## src/rtl/vcve2_agu_seq.sv

```systemverilog
// rtl/vcve2_agu_seq.sv - self-sequencing VRF address generator (normal, slide-up, slide-down)
module vcve2_agu_seq #(
  parameter int unsigned AddrWidth = 32,
  parameter int unsigned VLEN      = 128,
  parameter logic [31:0] VrfBase   = 32'h0000_1000,
  parameter int unsigned OffW      = 8
) (
  input  logic                 clk_i,
  input  logic                 rst_ni,
  input  logic                 start_i,
  input  logic [4:0]           vs1_i,
  input  logic [4:0]           vs2_i,
  input  logic [4:0]           vd_i,
  input  logic                 use_vs1_i,
  input  logic                 use_vs2_i,
  input  logic [1:0]           lmul_i,
  input  logic [1:0]           mode_i,
  input  logic [OffW-1:0]      offset_i,
  output logic                 busy_o,
  output logic                 done_o,
  output logic                 err_o,
  output logic                 req_o,
  output logic                 we_o,
  output logic [AddrWidth-1:0] addr_o,
  output logic                 zero_fill_o,
  input  logic                 gnt_i
);
  localparam int unsigned WPR = VLEN / 32;
  localparam int unsigned CW  = $clog2(8 * WPR) + 1;
  // Wide enough that j+off never overflows for any offset_i value.
  localparam int unsigned SW  = ((CW > OffW) ? CW : OffW) + 1;

  localparam logic [1:0] M_NORM = 2'b00;
  localparam logic [1:0] M_UP   = 2'b01;
  localparam logic [1:0] M_DOWN = 2'b10;
  localparam logic [1:0] M_RSV  = 2'b11;

  typedef enum logic [2:0] {S_IDLE, S_RD1, S_RD2, S_WR, S_FIN} state_e;

  state_e               r_state, w_nxt_state;
  logic [SW-1:0]        r_j, w_nxt_j, r_off, r_n;
  logic [4:0]           r_vs1, r_vs2, r_vd;
  logic                 r_use1, r_use2, r_err;
  logic [1:0]           r_mode;
  logic [AddrWidth-1:0] r_addr;
  logic                 r_we, r_zf;

  logic                 w_idle, w_grant, w_bad, w_go_first, w_nxt_active, w_nxt_zf;
  logic [4:0]           w_vs1, w_vs2, w_vd, w_mask, w_reg;
  logic                 w_use1, w_use2;
  logic [1:0]           w_mode;
  logic [SW-1:0]        w_off, w_n, w_first_j, w_word;
  logic [AddrWidth-1:0] w_addr;

  // In IDLE the request fields come straight from the inputs so the first
  // request can be issued the cycle after start; afterwards the captured copy.
  assign w_idle = (r_state == S_IDLE);
  assign w_vs1  = w_idle ? vs1_i : r_vs1;
  assign w_vs2  = w_idle ? vs2_i : r_vs2;
  assign w_vd   = w_idle ? vd_i : r_vd;
  assign w_mode = w_idle ? mode_i : r_mode;
  assign w_use1 = w_idle ? (use_vs1_i && (mode_i == M_NORM)) : r_use1;
  assign w_use2 = w_idle ? (use_vs2_i || (mode_i != M_NORM)) : r_use2;
  assign w_off  = w_idle ? SW'(offset_i) : r_off;
  assign w_n    = w_idle ? (SW'(WPR) << lmul_i) : r_n;

  always_comb begin
    w_mask = 5'd0;
    case (lmul_i)
      2'd0:    w_mask = 5'd0;
      2'd1:    w_mask = 5'd1;
      2'd2:    w_mask = 5'd3;
      default: w_mask = 5'd7;
    endcase
  end

  assign w_bad = (mode_i == M_RSV) || (|(vd_i & w_mask)) ||
                 (w_use1 && (|(vs1_i & w_mask))) || (w_use2 && (|(vs2_i & w_mask)));
  assign w_grant = req_o && gnt_i;

  always_comb begin
    w_nxt_state = r_state;
    w_nxt_j     = r_j;
    w_go_first  = 1'b0;
    w_first_j   = '0;
    unique case (r_state)
      S_IDLE: begin
        if (start_i) begin
          if (w_bad) begin
            w_nxt_state = S_FIN;
          end else if ((mode_i == M_UP) && (w_off >= w_n)) begin
            w_nxt_state = S_FIN;
          end else begin
            w_go_first = 1'b1;
            w_first_j  = (mode_i == M_UP) ? w_off : '0;
          end
        end
      end
      S_RD1: if (w_grant) w_nxt_state = w_use2 ? S_RD2 : S_WR;
      S_RD2: if (w_grant) w_nxt_state = S_WR;
      S_WR: begin
        if (w_grant) begin
          if (r_j + SW'(1) == r_n) begin
            w_nxt_state = S_FIN;
          end else begin
            w_go_first = 1'b1;
            w_first_j  = r_j + SW'(1);
          end
        end
      end
      S_FIN:   w_nxt_state = S_IDLE;
      default: w_nxt_state = S_IDLE;
    endcase
    if (w_go_first) begin
      w_nxt_j = w_first_j;
      if (w_mode == M_UP) begin
        w_nxt_state = S_RD2;
      end else if (w_mode == M_DOWN) begin
        w_nxt_state = (w_first_j + w_off < w_n) ? S_RD2 : S_WR;
      end else begin
        w_nxt_state = w_use1 ? S_RD1 : (w_use2 ? S_RD2 : S_WR);
      end
    end
  end

  always_comb begin
    w_reg  = w_vd;
    w_word = w_nxt_j;
    case (w_nxt_state)
      S_RD1: w_reg = w_vs1;
      S_RD2: begin
        w_reg = w_vs2;
        if (w_mode == M_UP)        w_word = w_nxt_j - w_off;
        else if (w_mode == M_DOWN) w_word = w_nxt_j + w_off;
      end
      default: w_reg = w_vd;
    endcase
  end

  assign w_addr       = AddrWidth'(VrfBase + ((32'(w_reg) * WPR + 32'(w_word)) << 2));
  assign w_nxt_active = (w_nxt_state == S_RD1) || (w_nxt_state == S_RD2) || (w_nxt_state == S_WR);
  assign w_nxt_zf     = (w_nxt_state == S_WR) && (w_mode == M_DOWN) && (w_nxt_j + w_off >= w_n);

  always_ff @(posedge clk_i or negedge rst_ni) begin
    if (!rst_ni) begin
      r_state <= S_IDLE;
      r_j     <= '0;
      r_off   <= '0;
      r_n     <= '0;
      r_vs1   <= '0;
      r_vs2   <= '0;
      r_vd    <= '0;
      r_use1  <= 1'b0;
      r_use2  <= 1'b0;
      r_mode  <= '0;
      r_err   <= 1'b0;
      r_addr  <= '0;
      r_we    <= 1'b0;
      r_zf    <= 1'b0;
    end else begin
      r_state <= w_nxt_state;
      r_j     <= w_nxt_j;
      if (w_idle && start_i) begin
        r_vs1  <= vs1_i;
        r_vs2  <= vs2_i;
        r_vd   <= vd_i;
        r_use1 <= w_use1;
        r_use2 <= w_use2;
        r_mode <= mode_i;
        r_off  <= w_off;
        r_n    <= w_n;
        r_err  <= w_bad;
      end
      r_addr <= w_nxt_active ? w_addr : '0;
      r_we   <= (w_nxt_state == S_WR);
      r_zf   <= w_nxt_zf;
    end
  end

  assign busy_o      = (r_state == S_RD1) || (r_state == S_RD2) || (r_state == S_WR);
  assign req_o       = busy_o;
  assign done_o      = (r_state == S_FIN);
  assign err_o       = done_o && r_err;
  assign we_o        = r_we;
  assign addr_o      = r_addr;
  assign zero_fill_o = r_zf;
endmodule

```

## config.mk

```make
export PLATFORM = sky130hd
export DESIGN_NAME = vcve2_agu_seq
export DESIGN_NICKNAME = d
export VERILOG_FILES = /design/src/rtl/vcve2_agu_seq.sv
export SDC_FILE = /design/constraint.sdc
export NUM_CORES = 1
export LEC_CHECK = 0
export BUFFER_PORTS_ARGS = -buffer_cell sky130_fd_sc_hd__buf_2
export CORE_AREA = 2 2 110 112
export CTS_BUF_LIST = sky130_fd_sc_hd__clkbuf_4
export DETAILED_ROUTE_END_ITERATION = 12
export DIE_AREA = 0 0 112 114
export GPL_ROUTABILITY_DRIVEN = 0
export PLACE_DENSITY = 0.67
export SKIP_CTS_REPAIR_TIMING = 1
export SYNTH_ARGS = -nofsm -noshare
export SYNTH_HDL_FRONTEND = slang
export SYNTH_SLANG_ARGS = --single-unit
export TNS_END_PERCENT = 1
```

## constraint.sdc

```tcl
create_clock -name clk_i -period 16.44 [get_ports clk_i]
set_input_delay 0 -clock clk_i [delete_from_list [all_inputs] [get_ports clk_i]]
set_output_delay 0 -clock clk_i [all_outputs]
set_load 0.02 [all_outputs]
```

==> flow_metrics.py, run 1 <==
metrics = {
    "floorplan": {
        "die_h_microns": 114,
        "die_area_sq_um": 12800,
        "core_sq_um": 11700,
        "rows": 40,
        "pin_count": 71,
        "die_x_microns": 112,
        "initial_core_util": 0.485,
    },
    "flow_run": {
        "maxCapViolCount": 0,
    },
    "timing": {
        "finClkSkew_ps": 29.3,
        "worstMarginPinSlew_ps": 1100,
        "worst_slack_ps": 7900,
        "rsz0062_at_grt": "no",
        "fin_crit_sh": 0.519,
        "finalSetupViolations": 0,
        "slew_headroom": 0.261,
        "max_freq_ghz": 0.117,
        "finalHoldViolCount": 0,
        "slew_viol_final": 0,
        "setup_tns_ps": 0,
        "worst_hold_slack_ps": 19.8,
        "period_needed_ps": 8540,
    },
    "clock_tree": {
        "clockBufferDepth": 2,
        "clock_latency_ps": 480,
        "cts_tree": "built",
        "clk_pin_slew_ps": 110,
        "numCtsBuffers": 9,
        "htreeDepth": 3,
        "root_buffer": "clkbuf_4",
        "cts.sinks": 63,
    },
    "synthesis": {
        "ys_ff_latch": 63,
        "syn_area_per_cell_sq_um": 8.61,
        "synthArstFlopShare": 1.00,
        "synth_cells": 659,
        "synth_ff_type": "dfrtp_1",
        "synth-edff-count": 0,
        "synth_area_sq_um": 5680,
        "yosys_warnings": 0,
        "yosysSeqAreaShare": 0.278,
        "synthDistinctLibCells": 82,
    },
    "cells_and_area": {
        "drive_above_1_share": 0.159,
        "stdcell_area_sq_um": 6420,
        "mostFrequentLayoutCells": "nand2_1 (77), dfrtp_1 (63), ha_1 (52)",
        "areaGrowthSynthToFinish_pct": 13.1,
        "final_common_cell": "nand2_1",
        "final_cells": 878,
        "fillCellCount": 1095,
        "diodes": 0,
        "nNetsFinal": 815,
    },
    "pwr": {
        "peakVddDrop_v": 0.000130,
        "p_sw_mw": 0.709,
        "intPower_mw": 0.699,
        "power.leakage_nw": 3.06,
        "share_seq_of_total_power": 0.198,
        "combPwrFrac": 0.710,
        "powerDensity_nw_per_um2": 219,
        "p_sw_frac": 0.504,
        "clockPowerShare": 0.092,
    },
    "worst_hold_path": {
        "min_from": "gnt_i",
        "hp-class": "primary input to flop",
        "hold_path_end": "r_state[2]",
        "min_path_cells": 3,
    },
    "route": {
        "dr_total_vias": 5245,
        "drc": 0,
        "routed_via_density": 5.97,
        "drtIter0Drc": 332,
        "drtPass1Iterations": 5,
        "wire_per_inst_microns": 18.7,
        "ant_nets": 0,
        "routed_wl_mm": 16.4,
    },
    "setup_path": {
        "end_kind": "flop",
        "regToRegSetupSlack_ps": 7900,
        "cp_slowest_cell": "a21oi_1",
        "critical_path_class": "flop to flop",
        "critPathMaxStageDelay_ps": 700,
        "crit_path_frequent_cell": "a21oi_1",
        "r2r-end": "addr_o[9]",
        "worstReg2RegStart": "r_state[1]",
        "critPathMaxFanout": 31,
        "worst-r2r-cell-count": 34,
        "cp.arrival_ps": 8880,
        "startpoint_type": "flop",
        "worstPathRequired_ps": 16780,
    },
    "run_status": {
        "status": "completed",
    },
    "place": {
        "dp_cells": 830,
        "portBuffers": 49,
        "dp_slack_ps": 8070,
        "hpwl_mm": 12.5,
        "place_area_sq_um": 5930,
    },
    "global_routing": {
        "grt_pass1_wl_mm": 26.2,
        "first_global_vias": 5043,
        "grtUsageTotal": 0.262,
        "antenna_found_initial": 0,
        "grt_max_degree": 64,
        "grt_overflow": 0,
    },
}
-- registers in the layout (all words and copies together) (netlist names) --
register,cells
addr_o,11
r_j,9
r_n,9
r_off,9
r_vd,5
r_vs1,5
r_vs2,5
r_state,3
r_mode,2
r_err,1
r_use1,1
r_use2,1
we_o,1
zero_fill_o,1
-- cells in the mapped netlist, types with 11 or more instances --
cell / number / area [sq um]
nor2_1: 49 / 184
clkbuf_1: 16 / 60.1
xnor2_1: 23 / 201
nand2_1: 77 / 289
mux2_2: 24 / 270
o21ai_0: 30 / 150
dfrtp_1: 63 / 1580
inv_1: 30 / 113
mux2i_1: 13 / 130
a21o_1: 21 / 158
a21oi_1: 51 / 255
ha_1: 52 / 651
buf_4: 23 / 173
and2_1: 12 / 75.1
xor2_1: 11 / 96.3
-- cell type report --
cell class                 instances  area (sq um)  share of cell area
sequential                        63          1580               0.246
multi-input combinational        536          3780               0.589
timing repair buffer              86           603              0.0940
inverter                          30           113              0.0176
clock buffer                       9          67.6              0.0105
tap                              147           184              0.0287
clock inverter                     7          96.3              0.0150
-- layer usage --
layer / up-vias / part of all wire / wire length, microns / GRT usage
met5: - / 0 / 0 / 0
met4: 0 / 0.029 / 469 / 0.102
met3: 43 / 0.072 / 1190 / 0.0515
met2: 253 / 0.48 / 7960 / 0.448
met1: 2519 / 0.42 / 6830 / 0.328
li1: 2430 / - / - / -
-- critical path: cells and delay by family, from the launching register on --
kind                       cells  cell delay, ps
AOI/OAI and AO/OA             17            4030
and+or+nand+nor                7            1290
adders and majority gates      4            1170
buffers and inverters          2             580
DFF                            1             500
xor gates and xnor gates       3             450
muxes                          1             390
-- power groups by stage --
stage	clock network, mW	registers, mW	logic, mW
detailed placement	0	0.278	0.970
CTS	0.131	0.276	0.979
finish	0.129	0.278	1.00
floorplan	0	0.273	0.738
global placement	0	0.277	0.946
global route	0.138	0.286	1.11
-- how the worst max path moves through the flow --
stage,endpoint,from,slack [ps]
after floorplan,addr_o[9],r_state[1],8600
after global placement,addr_o[9],r_state[1],8240
after detailed placement,addr_o[9],r_state[1],8070
after CTS,addr_o[9],r_state[1],8030
after global routing,addr_o[9],r_state[1],7260
final,addr_o[9],r_state[1],7900
-- metrics by stage --
step / power [mW] / util
3_5_place_dp: 1.25 / 0.507
6_report: 1.41 / 0.548
2_1_floorplan: 1.01 / -
3_3_place_gp: 1.22 / 0.507
5_1_grt: 1.54 / 0.548
4_1_cts: 1.39 / 0.521
-- kinds of logic (layout without fill, tap and decap cells) --
logic type,count (synthesis),after routing,synth area share
buffers and inverters,80,132,0.0712
multiplexers,37,37,0.0705
other,1,21,0.000661
AO/OA/AOI/OAI,169,169,0.203
adder cells (fa/ha/maj),57,57,0.131
XOR/XNOR,35,35,0.0553
AND/OR/NAND/NOR,217,217,0.191
flip-flops,63,63,0.278
Note: power is estimated with default switching activity, not from simulation.
==> inputs of run 2 (changes only) <==
--- a/config.mk
+++ b/config.mk
@@ -11,7 +11,7 @@
 export DETAILED_ROUTE_END_ITERATION = 12
 export DIE_AREA = 0 0 112 114
 export GPL_ROUTABILITY_DRIVEN = 0
-export PLACE_DENSITY = 0.67
+export PLACE_DENSITY = 0.7
 export SKIP_CTS_REPAIR_TIMING = 1
 export SYNTH_ARGS = -nofsm -noshare
 export SYNTH_HDL_FRONTEND = slang
==> constraint.sdc (replaced) <==
create_clock -name clk_i -period 7.38 [get_ports clk_i]
set_input_delay 0 -clock clk_i [delete_from_list [all_inputs] [get_ports clk_i]]
set_output_delay 0 -clock clk_i [all_outputs]
set_load 0.02 [all_outputs]
==> run 2 against run 1 <==
  * Final area rose by 5.9%
  * Critical path depth up 5
  * Wire length rose by 1.6%
  * Worst setup slack worse by 7600 ps
  * Critical endpoint is now addr_o[10]
  * Largest cell class unchanged
==> flow_metrics.py, run 2 (synthesized netlist as in run 1, its figures left out) <==
metrics = {
    "clock_tree": {
        "clk_pin_slew_ps": 120,
        "numCtsBuffers": 9,
        "root_buffer": "clkbuf_4",
        "cts.sinks": 63,
        "htreeDepth": 3,
        "clockBufferDepth": 2,
        "clock_latency_ps": 470,
        "cts_tree": "built",
    },
    "cells_and_area": {
        "drive_above_1_share": 0.236,
        "stdcell_area_sq_um": 6800,
        "mostFrequentLayoutCells": "nand2_1 (74), dfrtp_1 (63), buf_2 (49)",
        "nNetsFinal": 843,
        "final_common_cell": "nand2_1",
        "diodes": 0,
        "largest_reg_flops": 11,
        "areaGrowthSynthToFinish_pct": 19.8,
    },
    "global_routing": {
        "grtUsageTotal": 0.256,
        "grt_pass1_wl_mm": 25.6,
        "grt_overflow": 0,
        "grt_max_degree": 64,
        "antenna_found_initial": 0,
        "first_global_vias": 4907,
    },
    "setup_path": {
        "worstReg2RegStart": "r_state[1]",
        "path_buf_inv": 5,
        "critical_path_class": "flop to flop",
        "critPathMaxFanout": 8,
        "cp_top_family": "compound AO/OA/AOI/OAI gates",
        "startpoint_type": "flop",
        "worst-r2r-cell-count": 39,
        "end_kind": "flop",
        "critPathMaxStageDelay_ps": 400,
        "cp_slowest_cell": "dfrtp_1",
        "crit_start": "r_state[1]",
        "regToRegSetupSlack_ps": 330,
        "cp.arrival_ps": 7460,
        "crit_path_frequent_cell": "a21oi_2",
        "worstPathRequired_ps": 7780,
        "r2r-end": "addr_o[10]",
    },
    "timing": {
        "slew_viol_final": 0,
        "max_freq_ghz": 0.142,
        "worst_slack_ps": 325,
        "worstMarginPinSlew_ps": 1110,
        "finalHoldViolCount": 0,
        "fin_crit_sh": 0.956,
        "finClkSkew_ps": 16.5,
        "period_needed_ps": 7050,
        "slew_headroom": 0.262,
        "finalSetupViolations": 0,
    },
    "floorplan": {
        "initial_core_util": 0.485,
        "die_area_sq_um": 12800,
        "core_sq_um": 11700,
        "rows": 40,
        "pin_count": 71,
        "die_h_microns": 114,
        "die_x_microns": 112,
    },
    "pwr": {
        "peakVddDrop_v": 0.000424,
        "powerDensity_nw_per_um2": 498,
        "power.leakage_nw": 3.23,
    },
    "route": {
        "ant_nets": 0,
        "routed_wl_mm": 16.7,
        "routed_via_density": 5.89,
        "drtIter0Drc": 475,
        "dr_total_vias": 5334,
        "drtPass1Iterations": 6,
        "drc": 0,
        "wire_per_inst_microns": 18.4,
    },
    "worst_hold_path": {
        "hp-class": "primary input to flop",
        "min_path_cells": 3,
        "min_from": "gnt_i",
        "hold_path_end": "r_state[2]",
    },
    "run_status": {
        "status": "completed",
    },
    "place": {
        "dp_slack_ps": -135,
        "place_area_sq_um": 6070,
        "hpwl_mm": 12.5,
        "portBuffers": 49,
    },
    "flow_run": {
        "maxCapViolCount": 0,
    },
}
-- run 2: changes by cell type in the layout (fill, tap and decap cells not counted), sizes merged --
cell	change
clkinv	+3
buf	+28
inv	-1
clkinvlp	-2
-- run 2: metrics by stage --
stage                     hold slack, ps  std cells  setup TNS (ps)   util  total power [mW]
after floorplan                     -296        679               0      -              2.26
after global placement               220        846               0  0.518              2.78
after detailed placement             232        846            -269  0.518              2.84
after CTS                           -283        862            -522  0.532              3.15
after global routing               0.858        906            -343  0.580              3.66
final                               6.26        906               0  0.580              3.39
-- run 2: cell type report --
| type | count | area [sq um] |
|---|---|---|
| clock inverters | 7 | 97.6 |
| clock buffers | 9 | 67.6 |
| inverters | 30 | 113 |
| fillers | 1045 | 4910 |
| repair buffers | 114 | 821 |
| flip-flops and latches | 63 | 1580 |
| multi-input cells | 536 | 3940 |
| well taps | 147 | 184 |
-- run 2: report_power, final --
group	leakage, nW	switching (mW)	internal (mW)
logic	2.37	1.41	1.08
clock network	0.0837	0.150	0.137
registers	0.776	0.113	0.495
total	3.23	1.67	1.71
-- run 2: worst min-delay path: cells and delay by family --
kind	cells	cell delay [ps]
and+or+nand+nor	1	160
buffers and inverters	1	140
AOI/OAI and AO/OA	1	130
-- run 2: how the worst max path moves through the flow --
stage,to,slack (ps),cells past startpoint
6_report,addr_o[10],330,39
3_3_place_gp,addr_o[9],130,38
5_1_grt,addr_o[10],-160,39
2_1_floorplan,addr_o[9],100,40
3_5_place_dp,addr_o[9],-130,38
4_1_cts,addr_o[9],-210,38
-- run 2: per-layer routing --
metal | global-route usage | vias up | wire, microns
li1 | - | 2481 | -
met1 | 0.332 | 2526 | 6810
met2 | 0.426 | 266 | 8050
met4 | 0.103 | 0 | 689
met3 | 0.0473 | 61 | 1160
met5 | 0 | - | 0
==> inputs of run 3 (changes only) <==
--- a/config.mk
+++ b/config.mk
@@ -6,12 +6,15 @@
 export NUM_CORES = 1
 export LEC_CHECK = 0
 export BUFFER_PORTS_ARGS = -buffer_cell sky130_fd_sc_hd__buf_2
-export CORE_AREA = 2 2 110 112
+export CELL_PAD_IN_SITES_DETAIL_PLACEMENT = 1
+export CELL_PAD_IN_SITES_GLOBAL_PLACEMENT = 1
+export CORE_AREA = 2 2 120 122
 export CTS_BUF_LIST = sky130_fd_sc_hd__clkbuf_4
 export DETAILED_ROUTE_END_ITERATION = 12
-export DIE_AREA = 0 0 112 114
+export DIE_AREA = 0 0 122 124
 export GPL_ROUTABILITY_DRIVEN = 0
-export PLACE_DENSITY = 0.7
+export MAX_ROUTING_LAYER = met4
+export PLACE_DENSITY = 0.76
 export SKIP_CTS_REPAIR_TIMING = 1
 export SYNTH_ARGS = -nofsm -noshare
 export SYNTH_HDL_FRONTEND = slang
==> run 3 against run 2 <==
  * Final area fell by 0.11%
  * Fmax fell by 2.8%
  * Die area rose by 18%
  * Highest routed layer unchanged
  * Worst setup slack got worse by 210 ps
  * Utilization fell by 8.6 points
  * Critical path depth did not move
  * Clock power fell by 16%
  * Via count rose by 0.71%
  * Combinational power rose by 2%
  * Critical path type unchanged
  * First-iteration DRC count fell by 29%
  * Sequential cell count did not move
  * Non-clock buffer count rose by 2
==> flow_metrics.py, run 3 (synthesized netlist as in run 1, its figures left out) <==
metrics = {
    "run_status": {
        "status": "completed",
    },
    "place": {
        "hpwl_mm": 14.3,
        "place_area_sq_um": 6120,
        "portBuffers": 49,
    },
    "timing": {
        "period_needed_ps": 7260,
        "finalHoldViolCount": 0,
        "worstMarginPinSlew_ps": 1250,
        "max_freq_ghz": 0.138,
        "fin_crit_sh": 0.984,
        "slew_viol_final": 0,
        "finClkSkew_ps": 18.3,
        "slew_headroom": 0.165,
        "finalSetupViolations": 0,
    },
    "floorplan": {
        "die_area_sq_um": 15100,
        "die_x_microns": 122,
        "core_sq_um": 13700,
        "pin_count": 71,
        "initial_core_util": 0.414,
        "die_h_microns": 124,
        "rows": 43,
    },
    "cells_and_area": {
        "largest_reg_flops": 11,
        "mostFrequentLayoutCells": "nand2_1 (75), dfrtp_1 (63), ha_1 (50)",
        "final_common_cell": "nand2_1",
        "areaGrowthSynthToFinish_pct": 19.6,
        "stdcell_area_sq_um": 6790,
        "nNetsFinal": 845,
        "drive_above_1_share": 0.235,
    },
    "setup_path": {
        "cp.arrival_ps": 7640,
        "worst-r2r-cell-count": 39,
        "worstReg2RegStart": "r_state[2]",
        "crit_path_frequent_cell": "a21oi_2",
        "r2r-end": "addr_o[10]",
        "regToRegSetupSlack_ps": 120,
        "startpoint_type": "flop",
        "critPathMaxFanout": 8,
        "worstPathRequired_ps": 7760,
        "cp_slowest_cell": "dfrtp_1",
        "critical_path_class": "flop to flop",
        "end_kind": "flop",
        "critPathMaxStageDelay_ps": 390,
    },
    "global_routing": {
        "grtUsageTotal": 0.260,
        "grt_pass1_wl_mm": 29.1,
        "grt_overflow": 0,
        "antenna_found_initial": 1,
        "grt_max_degree": 64,
        "first_global_vias": 5517,
    },
    "route": {
        "routed_via_density": 5.70,
        "drtIter0Drc": 339,
        "routed_wl_mm": 19.1,
        "ant_nets": 0,
        "drc": 0,
        "wire_per_inst_microns": 20.2,
        "drtPass1Iterations": 5,
        "dr_total_vias": 5372,
    },
    "worst_hold_path": {
        "hp-class": "primary input to flop",
        "min_path_cells": 3,
        "hold_path_end": "r_n[4]",
        "min_from": "lmul_i[1]",
    },
    "clock_tree": {
        "clk_pin_slew_ps": 110,
        "cts_tree": "built",
        "numCtsBuffers": 9,
        "root_buffer": "clkbuf_4",
        "clock_latency_ps": 460,
        "htreeDepth": 3,
        "cts.sinks": 63,
        "clockBufferDepth": 2,
    },
    "pwr": {
        "peakVddDrop_v": 0.000381,
        "powerDensity_nw_per_um2": 498,
        "finalPower_mw": 3.38,
        "power.leakage_nw": 3.24,
    },
    "flow_run": {
        "maxCapViolCount": 0,
    },
}
==> run 3: cell types whose count changed in the layout (fill, tap and decap cells not counted), sizes merged <==
cell	before	now
buf	82	87
clkinvlp	1	0
bufinv	2	1
clkinv	4	5
dlygate4sd3	32	29
diode	0	2
clkbuf	9	10
==> run 3: layout make-up <==
class | instances | area (sq um)
Timing Repair Buffer | 116 | 832
Sequential cell | 63 | 1580
Tap cell | 180 | 225
Fill cell | 1635 | 6930
Multi-Input combinational cell | 536 | 3910
Inverter | 30 | 113
Clock buffer | 10 | 75.1
Clock inverter | 6 | 51.3
Antenna cell | 2 | 5.00
==> run 3: metal layers <==
layer	track usage	share of wire
met2	0.435	0.49
met4	0.0948	0.033
met5	-	0
met3	0.0517	0.054
met1	0.312	0.42
==> run 3: worst max-delay path by stage <==
stage / from / end / slack [ps] / depth (start not counted)
after detailed placement: r_state[1] / addr_o[9] / -330 / 38
after floorplan: r_state[1] / addr_o[9] / 100 / 40
after global placement: r_state[1] / addr_o[9] / 170 / 37
final: r_state[2] / addr_o[10] / 120 / 39
after global routing: r_state[2] / addr_o[10] / -160 / 37
after CTS: r_state[1] / addr_o[9] / -380 / 38
==> run 3: critical path, delay by kind of cell (launching register included) <==
kind	cells	cell delay (ps)
AOI/OAI and AO/OA	17	2540
xor gates and xnor gates	1	140
adders and majority gates	5	1390
buffers and inverters	3	330
DFF	1	390
muxes	2	430
and+or+nand+nor	11	1950
==> run 3: through the flow <==
step / utilization / cells / worst slack, ps / TNS (ps) / hold slack, ps
2_1_floorplan: - / 679 / 102 / 0 / -296
3_3_place_gp: 0.446 / 881 / 167 / 0 / 241
3_5_place_dp: 0.446 / 881 / -333 / -866 / 255
4_1_cts: 0.455 / 897 / -382 / -1090 / -255
5_1_grt: 0.495 / 943 / -162 / -250 / -5.31
6_report: 0.495 / 943 / 120 / 0 / 1.46
==> run 3: power breakdown <==
group | switching, mW | internal (mW)
combinational | 1.45 | 1.08
clock | 0.139 | 0.103
sequential | 0.112 | 0.495
